File: src/rtl/disco_core_mc_if.sv
// Memory port of the DISCO core: one outstanding req/ack transaction at a time.
// The core is the master; the memory model or SoC fabric is the slave.
interface disco_core_mc_if #(
  parameter int ADDR_W = 16,
  parameter int DATA_W = 16
);
  logic              mem_req;
  logic              mem_we;
  logic [ADDR_W-1:0] mem_addr;
  logic [DATA_W-1:0] mem_wdata;
  logic [DATA_W-1:0] mem_rdata;
  logic              mem_ack;

  modport master (
    output mem_req, mem_we, mem_addr, mem_wdata,
    input  mem_rdata, mem_ack
  );

  modport slave (
    input  mem_req, mem_we, mem_addr, mem_wdata,
    output mem_rdata, mem_ack
  );
endinterface

File: src/rtl/disco_core_mc.sv
// Multi-cycle DISCO core: FETCH -> [FETCH_IMM] -> EXEC -> [MEM] over a req/ack port,
// with sticky halt and illegal-instruction trap status.
module disco_core_mc #(
  parameter int                DATA_W   = 16,
  parameter int                ADDR_W   = 16,
  parameter int                NUM_REGS = 16,
  parameter logic [ADDR_W-1:0] RESET_PC = '0
) (
  input  logic                 clock,
  input  logic                 reset,
  disco_core_mc_if.master      mem,
  output logic                 halted,
  output logic                 trap,
  output logic [ADDR_W-1:0]    dbg_pc
);

  localparam int SH_W = $clog2(DATA_W);

  localparam logic [2:0] OP_LOG    = 3'd0;
  localparam logic [2:0] OP_SHIFT  = 3'd1;
  localparam logic [2:0] OP_BRANCH = 3'd2;
  localparam logic [2:0] OP_LS     = 3'd3;
  localparam logic [2:0] OP_TEST   = 3'd7;

  typedef enum logic [2:0] {
    S_FETCH,
    S_FETCH_IMM,
    S_EXEC,
    S_MEM,
    S_HALT,
    S_TRAP
  } state_t;

  state_t            state, state_next;
  logic [ADDR_W-1:0] pc;
  logic [15:0]       ir;
  logic [DATA_W-1:0] imm;
  logic [DATA_W-1:0] rf [NUM_REGS];

  // Instruction fields
  logic [2:0] op1;
  logic [3:0] op2;
  logic       i_bit;
  logic [3:0] ra, rb;

  assign op1   = ir[15:13];
  assign op2   = ir[12:9];
  assign i_bit = ir[8];
  assign ra    = ir[7:4];
  assign rb    = ir[3:0];

  logic [DATA_W-1:0] ra_val, rb_val, b_val, ea_sum;
  logic [SH_W-1:0]   shamt;
  logic              ra_bad, rb_bad;

  assign ra_val = rf[ra];
  assign rb_val = rf[rb];
  assign b_val  = i_bit ? imm : rb_val;
  assign shamt  = b_val[SH_W-1:0];
  assign ra_bad = int'(ra) >= NUM_REGS;
  assign rb_bad = int'(rb) >= NUM_REGS;
  assign ea_sum = rb_val + (i_bit ? imm : '0);

  logic [ADDR_W-1:0] mem_ea, br_target, pc_seq;

  assign mem_ea    = ADDR_W'(ea_sum) & ~ADDR_W'(1);
  assign br_target = ADDR_W'(imm) & ~ADDR_W'(1);
  assign pc_seq    = pc + (i_bit ? ADDR_W'(4) : ADDR_W'(2));

  // Decode / execute results for the instruction held in IR
  logic              illegal, is_hlt, is_ls, is_store, wr_en, take;
  logic [DATA_W-1:0] wr_data;
  logic [ADDR_W-1:0] pc_exec;

  // NOTE: every always_comb output gets a default first so no path leaves it
  // unassigned, which would otherwise infer a latch.
  always_comb begin
    illegal  = 1'b0;
    is_hlt   = 1'b0;
    is_ls    = 1'b0;
    is_store = 1'b0;
    wr_en    = 1'b0;
    take     = 1'b0;
    wr_data  = '0;

    case (op1)
      OP_LOG: begin
        wr_en = 1'b1;
        case (op2)
          4'd0:    wr_data = ra_val & b_val;
          4'd1:    wr_data = ra_val | b_val;
          4'd2:    wr_data = ra_val ^ b_val;
          4'd3:    wr_data = ra_val + b_val;
          4'd4:    wr_data = ra_val - b_val;
          default: illegal = 1'b1;
        endcase
        if (ra_bad || (!i_bit && rb_bad)) illegal = 1'b1;
      end

      OP_SHIFT: begin
        wr_en = 1'b1;
        case (op2)
          4'd0:    wr_data = ra_val << shamt;
          4'd1:    wr_data = ra_val >> shamt;
          4'd2:    wr_data = $unsigned($signed(ra_val) >>> shamt);
          default: illegal = 1'b1;
        endcase
        if (ra_bad || (!i_bit && rb_bad)) illegal = 1'b1;
      end

      OP_BRANCH: begin
        case (op2)
          4'd0:    take = $signed(ra_val) <  $signed(rb_val);
          4'd1:    take = $signed(ra_val) >= $signed(rb_val);
          4'd2:    take = ra_val <  rb_val;
          4'd3:    take = ra_val >= rb_val;
          4'd4:    take = ra_val == rb_val;
          4'd5:    take = ra_val != rb_val;
          default: illegal = 1'b1;
        endcase
        // The branch target lives in the immediate word, so I=0 is malformed
        if (!i_bit || ra_bad || rb_bad) illegal = 1'b1;
      end

      OP_LS: begin
        is_ls = 1'b1;
        case (op2)
          4'd0:    is_store = 1'b0;
          4'd1:    is_store = 1'b1;
          default: illegal  = 1'b1;
        endcase
        if (ra_bad || rb_bad) illegal = 1'b1;
      end

      OP_TEST: begin
        case (op2)
          4'd0:    is_hlt  = 1'b0;
          4'hF:    is_hlt  = 1'b1;
          default: illegal = 1'b1;
        endcase
      end

      default: illegal = 1'b1;
    endcase

    pc_exec = take ? br_target : pc_seq;
  end

  // Next-state and memory-port drive
  logic              req, we;
  logic [ADDR_W-1:0] addr;
  logic [DATA_W-1:0] wdata;

  always_comb begin
    state_next = state;
    req        = 1'b0;
    we         = 1'b0;
    addr       = '0;
    wdata      = '0;

    case (state)
      S_FETCH: begin
        req  = 1'b1;
        addr = pc;
        if (mem.mem_ack) state_next = mem.mem_rdata[8] ? S_FETCH_IMM : S_EXEC;
      end

      S_FETCH_IMM: begin
        req  = 1'b1;
        addr = pc + ADDR_W'(2);
        if (mem.mem_ack) state_next = S_EXEC;
      end

      S_EXEC: begin
        if (illegal)     state_next = S_TRAP;
        else if (is_hlt) state_next = S_HALT;
        else if (is_ls)  state_next = S_MEM;
        else             state_next = S_FETCH;
      end

      S_MEM: begin
        req   = 1'b1;
        we    = is_store;
        addr  = mem_ea;
        wdata = is_store ? ra_val : '0;
        if (mem.mem_ack) state_next = S_FETCH;
      end

      S_HALT, S_TRAP: state_next = state;

      default: state_next = S_TRAP;
    endcase
  end

  // The state register resets to FETCH, so the bus is masked by reset itself
  // to keep mem_req low for the whole reset pulse and drop it the moment reset hits.
  assign mem.mem_req   = req & reset;
  assign mem.mem_we    = we & reset;
  assign mem.mem_addr  = reset ? addr  : '0;
  assign mem.mem_wdata = reset ? wdata : '0;

  assign halted = (state == S_HALT);
  assign trap   = (state == S_TRAP);
  assign dbg_pc = pc;

  // NOTE: all sequential state uses non-blocking assignments so every flop
  // samples pre-edge values regardless of statement order.
  always_ff @(posedge clock or negedge reset) begin
    if (!reset) begin
      state <= S_FETCH;
      pc    <= RESET_PC;
      ir    <= '0;
      imm   <= '0;
      // NOTE: the register file is architecturally zero after reset, so it is
      // reset here; a plain data RAM would normally be left unreset.
      for (int k = 0; k < NUM_REGS; k++) rf[k] <= '0;
    end else begin
      state <= state_next;

      if (state == S_FETCH && mem.mem_ack)     ir  <= mem.mem_rdata[15:0];
      if (state == S_FETCH_IMM && mem.mem_ack) imm <= mem.mem_rdata;

      if (state == S_EXEC && !illegal && !is_hlt && !is_ls) begin
        pc <= pc_exec;
        if (wr_en) rf[ra] <= wr_data;
      end

      // Load/store retires only once the data phase completes
      if (state == S_MEM && mem.mem_ack) begin
        pc <= pc_exec;
        if (!is_store) rf[ra] <= mem.mem_rdata;
      end
    end
  end

endmodule

File: src/flat_wrapper.sv
// flat-port wrapper written by rule: the top's interface ports become plain ports
module disco_core_mc_flat 
#(
  parameter int                DATA_W   = 16,
  parameter int                ADDR_W   = 16,
  parameter int                NUM_REGS = 16,
  parameter logic [ADDR_W-1:0] RESET_PC = '0
)
  (clock, reset, halted, trap, dbg_pc, mem_mem_req, mem_mem_we, mem_mem_addr, mem_mem_wdata, mem_mem_rdata, mem_mem_ack);
  disco_core_mc_if #(.ADDR_W(ADDR_W), .DATA_W(DATA_W)) mem_i ();
  input  logic clock;
  input  logic reset;
  output logic halted;
  output logic trap;
  output logic [ADDR_W-1:0] dbg_pc;
  output wire logic [$bits(mem_i.mem_req)-1:0] mem_mem_req;
  output wire logic [$bits(mem_i.mem_we)-1:0] mem_mem_we;
  output wire logic [$bits(mem_i.mem_addr)-1:0] mem_mem_addr;
  output wire logic [$bits(mem_i.mem_wdata)-1:0] mem_mem_wdata;
  input wire logic [$bits(mem_i.mem_rdata)-1:0] mem_mem_rdata;
  input wire logic [$bits(mem_i.mem_ack)-1:0] mem_mem_ack;
  assign mem_mem_req = mem_i.mem_req;
  assign mem_mem_we = mem_i.mem_we;
  assign mem_mem_addr = mem_i.mem_addr;
  assign mem_mem_wdata = mem_i.mem_wdata;
  assign mem_i.mem_rdata = mem_mem_rdata;
  assign mem_i.mem_ack = mem_mem_ack;
  disco_core_mc #(.DATA_W(DATA_W), .ADDR_W(ADDR_W), .NUM_REGS(NUM_REGS), .RESET_PC(RESET_PC)) u_core (.clock(clock), .reset(reset), .mem(mem_i), .halted(halted), .trap(trap), .dbg_pc(dbg_pc));
endmodule
File: config.mk
export PLATFORM = sky130hd
export DESIGN_NAME = disco_core_mc_flat
export DESIGN_NICKNAME = d
export VERILOG_FILES = /design/src/rtl/disco_core_mc_if.sv /design/src/rtl/disco_core_mc.sv /design/src/flat_wrapper.sv
export SDC_FILE = /design/constraint.sdc
export NUM_CORES = 1
export LEC_CHECK = 0
export CAP_MARGIN = 20
export CORE_UTILIZATION = 64
export CTS_CLUSTER_SIZE = 40
export DETAILED_ROUTE_END_ITERATION = 6
export PLACE_DENSITY_LB_ADDON = 0.15
export SLEW_MARGIN = 20
export SYNTH_ARGS = -nofsm -noshare
export SYNTH_HDL_FRONTEND = slang
export SYNTH_SLANG_ARGS = --single-unit
File: constraint.sdc
create_clock -name clock -period 6.6 [get_ports clock]
set_clock_uncertainty 0.15 [all_clocks]
set_input_delay 0.66 -clock clock [delete_from_list [all_inputs] [get_ports clock]]
set_output_delay 0.66 -clock clock [all_outputs]
set_load 0.005 [all_outputs]
==> run metrics <==
P&R area growth vs syn 8.701%; Hold Path Class flop to flop; largest net degree at the start of global routing 80; Overflow after GRT 0; initial antenna violation count 3; Slowest cell on crit path mux4_2; async set-reset flop share out of synthesis 100.0%; WL final 94,550 um; CTS tree done; status complete, but fails checks; clk buf depth 3; CTS buffer count 36; Slew @ Worst Pin 1253 ps; worst-path cell chain buf_12 -> mux4_1 -> mux4_2 -> ha_1 -> or4_1 -> o22ai_1 -> o21ai_0 -> a21oi_1 -> nor2b_1 -> o21a_1 -> o41ai_1 -> clkdlybuf4s50_1; total track usage 49.05%; leakage power 10.58 nW; Synth Area in Adders 4.602%; Compound-Gate Fraction of Synth Area 18.91%; Post-route DRC 7; H-tree depth 2; first-pass GRT wire length 141,600 um; clock latency at the later pin of the worst-skew pair 570 ps; Slew headroom 16.03%; routed len/inst 28.96 um; Final min period 6342 ps; post-synthesis mux area share 20.68%; via count 24.11k; peak supply drop 0.4705 mV; post-synthesis sequential area ratio 31.36%; fraction of final layout cells with drive strength greater than 1 13.14%; Main synth FF type dfrtp_1; Reg clk slew, reported paths 60 ps; antenna-violating nets left 0; n_diodes 0; RSZ-0062 raised after global routing false; final setup fails 0; I/O pins 71; failing checks design-rule violations; Peak Freq 0.1577 GHz; number of global-route vias before repair 22.85k; Critical Path Fanout Max 53; crit path DAT 5530 ps; die span in y 197.3 um; Final TNS setup 0 ps; CP Launch Type flop; core area 37,580 um^2; Vias/cell 7.383; EDFF count, synth 0; row cnt 71; final worst-path cycle share 96.08%; count of max-cap constraint violations 0; die extent in x 197.3 um; combinational family with the most area after synthesis multiplexers; die area 38,940 um^2; CP endpoint kind primary output; Max Slew Vio Count 0; synth unique cells 85; Initial Util 64.98%; Post-Synth Simple-Gate Area 16.42%; fillers 2,968; FF+latch count, synth 306; Hold Fails Final Rpt 0; Synth Instances 2,800; PwrDens 668.9 nW/um^2; required time worst endpoint 5790 ps; DP HPWL 65,090 um; XOR/XNOR Fraction of Synth Area 1.901%; Root Driver clkbuf_16; Yosys warnings 0; Avg Inst Size Synth 8.720 um^2; RD Place Congestion 1.060; crit path kind flop to primary output; Crit path largest cell delay 620 ps; Iteration-0 DRC Markers 3,403; overall power 0.01775 W; number of port buffers 68; Nets 2,835; CTS sink count 306; synthesized cell area 24,420 um^2; total iterations of the first detailed-routing run 7
-- registers in the layout, indices dropped and copies added, names as in the netlist --
signal / cells
u_core.rf: 256
u_core.imm: 16
u_core.ir: 16
u_core.dbg_pc: 15
u_core.state: 3
-- repair_timing --
item	CTS	global route
resized for setup	0	3
setup buffers	0	0
hold buffers	1	0
endpoints found under the setup margin	0	1
hold endpoints to repair	22	0
-- stage by stage --
| stage | hold WS [ps] | instance area (um^2) | util [%] | std cells | setup slack (ps) |
|---|---|---|---|---|---|
| 2_1_floorplan | 214.4 | 24420 | - | 2801 | 1249 |
| 3_3_place_gp | 364.4 | 25300 | 67.33 | 3200 | 840.7 |
| 3_5_place_dp | 369.2 | 25300 | 67.33 | 3200 | 614.7 |
| 4_1_cts | 383.8 | 26520 | 70.59 | 3265 | 251.9 |
| 5_1_grt | 405.0 | 26540 | 70.63 | 3265 | 43.40 |
| 6_report | 390.8 | 26540 | 70.63 | 3265 | 258.4 |
-- routing by layer --
metal  wire length (um)  share of wire, %  global-route usage (%)
met1              32890                35                   61.04
met2              40260                43                   71.23
met3              13250                14                   16.85
met4               8109               8.6                   35.14
met5                 39             0.041                  0.6386
-- layout by cell type (no fill, tap or decap), types with 19 or more instances in the layout --
cell             count
xnor2_1             41
mux4_2             126
o21ai_1             31
and2_1              20
nor2_1             158
mux2i_1            179
nand2_1            382
a211oi_1            21
buf_4               82
ha_1                85
nor3_1              93
nand3_1             96
o22ai_1             29
mux2_2              35
clkdlybuf4s50_1     66
or3_1               21
o211ai_1            23
a22oi_1             27
a21o_1              19
o21ai_0            330
clkbuf_16           38
dfrtp_1            301
inv_1               73
a21oi_1            182
-- final timing paths --
path                                                from                       end  slack [ps]  cells after the start
worst max register to register  u_core.ir[0]$_DFFE_PN0P_   u_core.rf[63]$_DFF_PN0_         470                     23
worst min-delay path              u_core.rf[5]$_DFF_PN0_    u_core.rf[5]$_DFF_PN0_         390                      2
worst max-delay path            u_core.ir[1]$_DFFE_PN0P_          mem_mem_addr[15]         260                     12
worst min register to register    u_core.rf[5]$_DFF_PN0_    u_core.rf[5]$_DFF_PN0_         390                      2
min in group asynchronous                          reset  u_core.rf[235]$_DFF_PN0_         550                      2
max in group asynchronous                          reset  u_core.ir[4]$_DFFE_PN0P_        2760                      5
-- logic make-up (layout without fill, tap and decap cells) --
| family | Yosys count | in the layout |
|---|---|---|
| fa+ha+maj | 88 | 88 |
| mux | 341 | 341 |
| buf+inv | 340 | 293 |
| simple gates | 891 | 891 |
| other cells | 1 | 2 |
| flops | 306 | 306 |
| compound gates | 780 | 780 |
| xor+xnor | 53 | 53 |
-- worst max-delay path, delay by kind of cell, from the launching register on --
family | cells | cell delay [ps]
muxes | 2 | 1220
DFF | 1 | 450
and+or+nand+nor | 2 | 620
buffers and inverters | 2 | 960
adders and majority gates | 1 | 260
AOI/OAI and AO/OA | 5 | 1410
-- cells in the mapped netlist, types with 12 or more instances --
| master | count | share of area, % |
|---|---|---|
| o21ai_1 | 32 | 0.66 |
| dfrtp_1 | 306 | 31 |
| o21ai_0 | 330 | 6.8 |
| ha_1 | 85 | 4.4 |
| buf_6 | 12 | 0.55 |
| buf_1 | 26 | 0.40 |
| a211oi_1 | 21 | 0.65 |
| inv_1 | 73 | 1.1 |
| xnor2_1 | 41 | 1.5 |
| nand2_1 | 383 | 5.9 |
| a21oi_1 | 182 | 3.7 |
| and3_1 | 17 | 0.44 |
| mux4_2 | 126 | 12 |
| mux2i_1 | 179 | 7.3 |
| or3_1 | 21 | 0.54 |
| clkbuf_1 | 160 | 2.5 |
| a221o_1 | 17 | 0.70 |
| nand2b_1 | 17 | 0.44 |
| a31oi_1 | 15 | 0.38 |
| nor2_1 | 171 | 2.6 |
| a22oi_1 | 28 | 0.86 |
| buf_4 | 17 | 0.52 |
| nor3_1 | 101 | 2.1 |
| nand3_1 | 96 | 2.0 |
| and2_1 | 20 | 0.51 |
| o22ai_1 | 29 | 0.74 |
| buf_2 | 49 | 1.0 |
| o21a_1 | 18 | 0.55 |
| mux2_2 | 35 | 1.6 |
| o211ai_1 | 23 | 0.71 |
| xor2_1 | 12 | 0.43 |
| a21o_1 | 19 | 0.58 |
| nand4_1 | 14 | 0.36 |
-- power by group --
group          switching [W]  leakage, nW  total [W]  internal (W)
clock network       0.000869        0.594    0.00210       0.00123
registers           0.000938         3.17    0.00356       0.00262
logic                0.00738         6.82     0.0121       0.00472
-- cell type report --
type	count	area [um^2]	area share, %
clock buffer	50	1046	3.941
timing repair buffer	153	1346	5.072
sequential	306	7669	28.89
tap	511	639.4	2.409
inverter	76	285.3	1.075
multi-input combinational	2155	15390	57.97
clock inverter	14	168.9	0.6364
Power figures use the tool's default switching activity.
